--- config.mk ---
export PLATFORM = sky130hd
export DESIGN_NAME = rom_loader
export DESIGN_NICKNAME = d
export VERILOG_FILES = /design/src/rtl/rom_loader.sv
export SDC_FILE = /design/constraint.sdc
export NUM_CORES = 1
export LEC_CHECK = 0
export CORE_UTILIZATION = 53
export CTS_BUF_LIST = sky130_fd_sc_hd__clkbuf_4
export CTS_CLUSTER_DIAMETER = 150
export CTS_CLUSTER_SIZE = 28
export DETAILED_ROUTE_END_ITERATION = 8
export GPL_TIMING_DRIVEN = 0
export PLACE_DENSITY = 0.85
export SLEW_MARGIN = 5
export SYNTH_ARGS = -nofsm -noshare
export SYNTH_HDL_FRONTEND = slang
export SYNTH_SLANG_ARGS = --single-unit
export TNS_END_PERCENT = 20
--- constraint.sdc ---
create_clock -name CLK -period 2.27 [get_ports CLK]
set_input_delay 0.5675 -clock CLK [delete_from_list [all_inputs] [get_ports CLK]]
set_output_delay 0.5675 -clock CLK [all_outputs]
set_load 0.005 [all_outputs]
--- src/rtl/rom_loader.sv ---
// Byte-stream to instruction-memory writer: packs big-endian bytes into 32-bit
// words and writes them to consecutive word addresses starting at BASE_ADDR.
module rom_loader #(
    parameter logic [31:0] BASE_ADDR   = 32'h0000_0000,
    parameter int          DEPTH_WORDS = 128,
    parameter int          CNT_WIDTH   = 16
) (
    input  logic                 CLK,
    input  logic                 Reset,
    input  logic                 start,
    input  logic [CNT_WIDTH-1:0] wordCount,
    input  logic [7:0]           byteIn,
    input  logic                 byteValid,
    output logic                 byteReady,
    output logic                 memWr,
    output logic [31:0]          memAddr,
    output logic [31:0]          memData,
    output logic                 busy,
    output logic                 done,
    output logic                 error
);

    typedef enum logic [1:0] {
        ST_IDLE    = 2'd0,
        ST_COLLECT = 2'd1,
        ST_WRITE   = 2'd2,
        ST_DONE    = 2'd3
    } state_t;

    // One extra bit so a DEPTH_WORDS at the edge of the counter range still compares correctly.
    localparam logic [CNT_WIDTH:0] DEPTH_LIM = (CNT_WIDTH+1)'(DEPTH_WORDS);

    state_t               state_reg, state_next;
    logic [31:0]          addr_reg;
    logic [31:0]          data_reg;
    logic [31:0]          asm_reg, asm_next;
    logic [1:0]           idx_reg;
    logic [CNT_WIDTH-1:0] remaining_reg;
    logic                 error_reg;

    logic                 start_idle;
    logic                 count_zero;
    logic                 count_over;
    logic                 start_accept;
    logic                 byte_accept;
    logic                 last_byte;
    logic [3:0]           lane_load;

    assign start_idle   = (state_reg == ST_IDLE) && start;
    assign count_zero   = (wordCount == '0);
    assign count_over   = ({1'b0, wordCount} > DEPTH_LIM);
    assign start_accept = start_idle && !count_zero && !count_over;
    assign byte_accept  = byteValid && byteReady;
    assign last_byte    = byte_accept && (idx_reg == 2'd3);

    // Byte k of a word lands in bits [31-8k : 24-8k].
    generate
        for (genvar gi = 0; gi < 4; gi++) begin : g_lane
            assign lane_load[gi] = byte_accept && (idx_reg == 2'(gi));
            assign asm_next[31-8*gi -: 8] = lane_load[gi] ? byteIn : asm_reg[31-8*gi -: 8];
        end
    endgenerate

    always_ff @(posedge CLK) begin
        if (!Reset) begin
            state_reg <= ST_IDLE;
        end else begin
            state_reg <= state_next;
        end
    end

    always_comb begin
        state_next = state_reg;
        case (state_reg)
            ST_IDLE: begin
                if (start) begin
                    if (count_zero) begin
                        state_next = ST_DONE;
                    end else if (!count_over) begin
                        state_next = ST_COLLECT;
                    end
                end
            end
            ST_COLLECT: begin
                if (last_byte) begin
                    state_next = ST_WRITE;
                end
            end
            ST_WRITE: begin
                if (remaining_reg == CNT_WIDTH'(1)) begin
                    state_next = ST_DONE;
                end else begin
                    state_next = ST_COLLECT;
                end
            end
            ST_DONE: begin
                state_next = ST_IDLE;
            end
            default: state_next = ST_IDLE;
        endcase
    end

    always_comb begin
        byteReady = 1'b0;
        memWr     = 1'b0;
        busy      = 1'b0;
        done      = 1'b0;
        case (state_reg)
            ST_COLLECT: begin
                byteReady = 1'b1;
                busy      = 1'b1;
            end
            ST_WRITE: begin
                memWr = 1'b1;
                busy  = 1'b1;
            end
            ST_DONE: begin
                done = 1'b1;
            end
            default: ;
        endcase
    end

    always_ff @(posedge CLK) begin
        if (!Reset) begin
            addr_reg      <= BASE_ADDR;
            data_reg      <= '0;
            asm_reg       <= '0;
            idx_reg       <= '0;
            remaining_reg <= '0;
            error_reg     <= 1'b0;
        end else begin
            error_reg <= start_idle && count_over;
            asm_reg   <= asm_next;
            if (start_accept) begin
                remaining_reg <= wordCount;
                addr_reg      <= BASE_ADDR;
                idx_reg       <= '0;
            end
            if (byte_accept) begin
                idx_reg <= idx_reg + 2'd1;
            end
            if (last_byte) begin
                data_reg <= asm_next;
            end
            if (state_reg == ST_WRITE) begin
                addr_reg      <= addr_reg + 32'd4;
                remaining_reg <= remaining_reg - CNT_WIDTH'(1);
            end
        end
    end

    assign memAddr = addr_reg;
    assign memData = data_reg;
    assign error   = error_reg;

endmodule

==> out/metrics.csv <==
stage,metric,value,unit
pwr,peakVddDrop,303.1,uV
grt,grt_max_degree,23,
detailed_routing,detail-route-antenna-nets,0,
timing,finalWorstSetupSlack,12.23,ps
detailed_routing,vias,4701,
yosys,avgSynthCellArea,8.751,um^2
finish,utilization,71.16,%
finish,nets,691,
die,dieArea,0.009332,mm^2
yosys,synth_ff_type,dfxtp_1,
clock_tree,htreeDepth,3,
setup_path,ff2ff_path_depth,6,
grt,grt_pass1_vias,4310,
yosys,synth_area,0.004743,mm^2
yosys,synth_warnings,0,
clock_tree,cts_buffers,9,
timing,slew_violations,0,
setup_path,setup.worst_path.end,remaining_reg[8]$_SDFFE_PN0P_,
placed_design,place_ws,-878.7,ps
detailed_routing,drt-pass1-iter-count,7,
finish,diodes,0,
die,ios,97,
clock_tree,cts_hold_buf,0,
yosys,synthCells,542,
setup_path,cp.arrival,2650,ps
timing,tightestPinTransition,700.2,ps
yosys,ys_top_cells_by_area,"dfxtp_1, nor2_1, mux2i_1",
timing,fmax,442.9,MHz
placed_design,io_buffers,92,
timing,finalCritPeriodShare,99.46,%
detailed_routing,drt-total-wl,13.40,mm
grt,grt_usage,27.64,%
grt,overflow,0,
setup_path,timing.rr.start,state_reg[0]$_SDFFE_PN0P_,
yosys,synth_top_area_cell,dfxtp_1,
die,start_util,54.66,%
finish,drive_above_1_share,10.67,%
timing,hold_violations,0,
timing,finClkSkew,22.52,ps
clock_tree,cts_buffer_depth,2,
pwr,leakage,0.002283,uW
finish,fill_cells,629,
placed_design,place_hpwl,9.517,mm
die,die_y,96.60,um
setup_path,crit-reg2reg-capture,memData[24]$_SDFFE_PN0P_,
yosys,ys_ff_latch,107,
min_path,hp-class,input port to flip-flop,
finish,area_growth,30.20,%
setup_path,critPathRequiredTime,2670,ps
clock_tree,cts-root-buf,clkbuf_4,
timing,slew_headroom,53.32,%
yosys,synth_cell_type_count,52,
die,core,0.008678,mm^2
clock_tree,cts.sinks,107,
finish,multi_input_area,0.002557,mm^2
yosys,yosys.cell_count.top_type,dfxtp_1,
setup_path,cp-startpoint,wordCount[3],
clock_tree,cts_tree,built,
die,die_x,96.60,um
pwr,powerDensity,575.1,mW/mm^2
timing,setup_violations,0,
placed_design,dpl_cell_area,0.005803,mm^2
detailed_routing,wl_per_cell,17.54,um
detailed_routing,drc_errors,0,
yosys,async_reset_ff_share,0,%
setup_path,path_class,input port to flip-flop,
yosys,ys_seq_area_share,45.16,%
setup_path,cp-end-kind,flip-flop,
flow_run,max_cap_viol_count,0,
grt,antenna_found_initial,0,
setup_path,critical_path.max_fanout,9,
setup_path,regToRegSetupSlack,50,ps
detailed_routing,first_iter_violations,474,
yosys,yosysTopAreaCellShare,45.16,%
clock_tree,clock_latency,490,ps
finish,largest_reg_flops,32,
clock_tree,clk_pin_slew,190,ps
status,status,completed,
finish,seq_area,0.002145,mm^2
detailed_routing,routed_via_density,6.153,
die,rows,34,
timing,rsz0062_at_grt,yes,
yosys,synth_edf_count,0,
grt,grt_pass1_wl,20.93,mm
yosys,synth_commonest_cells,"dfxtp_1, nor2_1, nand2_1",
finish,fin_area,0.006176,mm^2
timing,period_minus_slack,2258,ps
placed_design,place.gp.congestion,0.9330,
setup_path,cp-start-kind,input port,
cell type report:
type	instances	share of cell area (%)
sequential	107	34.72
timing repair buffer	98	15.68
tap	108	2.188
buffer	30	2.634
clock buffer	9	1.094
multi-input combinational	392	41.41
inverter	13	0.7901
clock inverter	7	1.479
worst min-delay path by stage:
stage / start / endpoint / cells past startpoint / slack [ps]
after CTS: Reset / memAddr[29]$_SDFFE_PN0P_ / 3 / 440
final: Reset / memAddr[29]$_SDFFE_PN0P_ / 3 / 450
after floorplan: memData[0]$_SDFFE_PN0P_ / memData[0]$_SDFFE_PN0P_ / 2 / 450
after global routing: Reset / memAddr[29]$_SDFFE_PN0P_ / 3 / 490
after detailed placement: memData[3]$_SDFFE_PN0P_ / memData[3]$_SDFFE_PN0P_ / 2 / 450
after global placement: memData[3]$_SDFFE_PN0P_ / memData[3]$_SDFFE_PN0P_ / 2 / 440
timing repair:
action / in CTS / in global routing
setup buffers: 0 / 6
pin swaps: 0 / 6
gates resized for setup: 19 / 24
gates cloned: 0 / 0
endpoints found under the setup margin: 77 / 41
hold endpoints to repair: 0 / 0
per-layer routing:
layer	part of all wire, %	routed length (um)	up-vias	GRT usage [%]
met5	0	0	-	0
met4	2.6	352	0	11.14
met3	6.5	873	41	4.480
met2	49	6543	225	47.67
met1	42	5629	2246	34.32
li1	-	-	2189	-
per-stage QoR:
| step | std cells | setup TNS (ps) | hold WS, ps | total power, uW |
|---|---|---|---|---|
| after floorplan | 543 | 0 | 452.7 | 2307 |
| after global placement | 743 | -31350 | 443.5 | 2482 |
| after detailed placement | 743 | -34320 | 450.5 | 2506 |
| after CTS | 758 | -69.24 | 438.1 | 3504 |
| after global routing | 764 | -280.3 | 485.5 | 3680 |
| final | 764 | 0 | 452.6 | 3552 |
cells by family (layout without fill, tap and decap cells):
logic type / after synthesis / after routing / synth area share, %
AOI/OAI and AO/OA: 129 / 129 / 18.25
xor gates and xnor gates: 7 / 7 / 1.293
adders and majority gates: 12 / 12 / 3.165
buffers and inverters: 44 / 157 / 4.273
DFF: 107 / 107 / 45.16
muxes: 27 / 27 / 5.698
other: 1 / 2 / 0.07906
and+or+nand+nor: 215 / 215 / 22.08
report_power, final:
part / internal (uW) / switching, uW
sequential: 1930 / 38.6
clock: 277 / 747
combinational: 236 / 325
cells in the final DEF (no fill, tap or decap), types with 3 or more instances in the layout:
cell / netlist / layout
mux2i_1: 27 / 27
nand3_1: 31 / 28
dfxtp_1: 107 / 105
nor2_1: 75 / 75
ha_1: 12 / 10
nor4_2: 4 / 5
xnor2_1: 3 / 3
or3_1: 3 / 3
clkbuf_1: 22 / 14
a21oi_1: 26 / 26
a211oi_1: 27 / 26
buf_4: 2 / 8
o21ai_0: 21 / 21
or4_1: 4 / 3
a311oi_1: 6 / 5
nor3_1: 9 / 8
o31ai_1: 8 / 8
clkbuf_2: 0 / 7
clkinv_8: 0 / 3
o211ai_1: 4 / 4
clkbuf_8: 3 / 3
nor4_4: 0 / 3
clkdlybuf4s50_1: 0 / 91
and3_1: 5 / 5
buf_2: 0 / 3
a21boi_0: 3 / 3
inv_1: 12 / 11
xor2_1: 4 / 4
o2111ai_1: 3 / 3
nand2_1: 50 / 50
a31oi_1: 11 / 10
nand4_1: 13 / 13
o21a_1: 8 / 8
clkbuf_4: 0 / 9
nand4b_1: 3 / 3
or4_4: 2 / 3
worst max-delay path: stages:
cell	delay, ps
clkdlybuf4s50_1	460
or4_4	590
o21ai_4	320
nand4_4	260
and3_2	280
o21a_1	180
(Power assumes the default switching activity.)
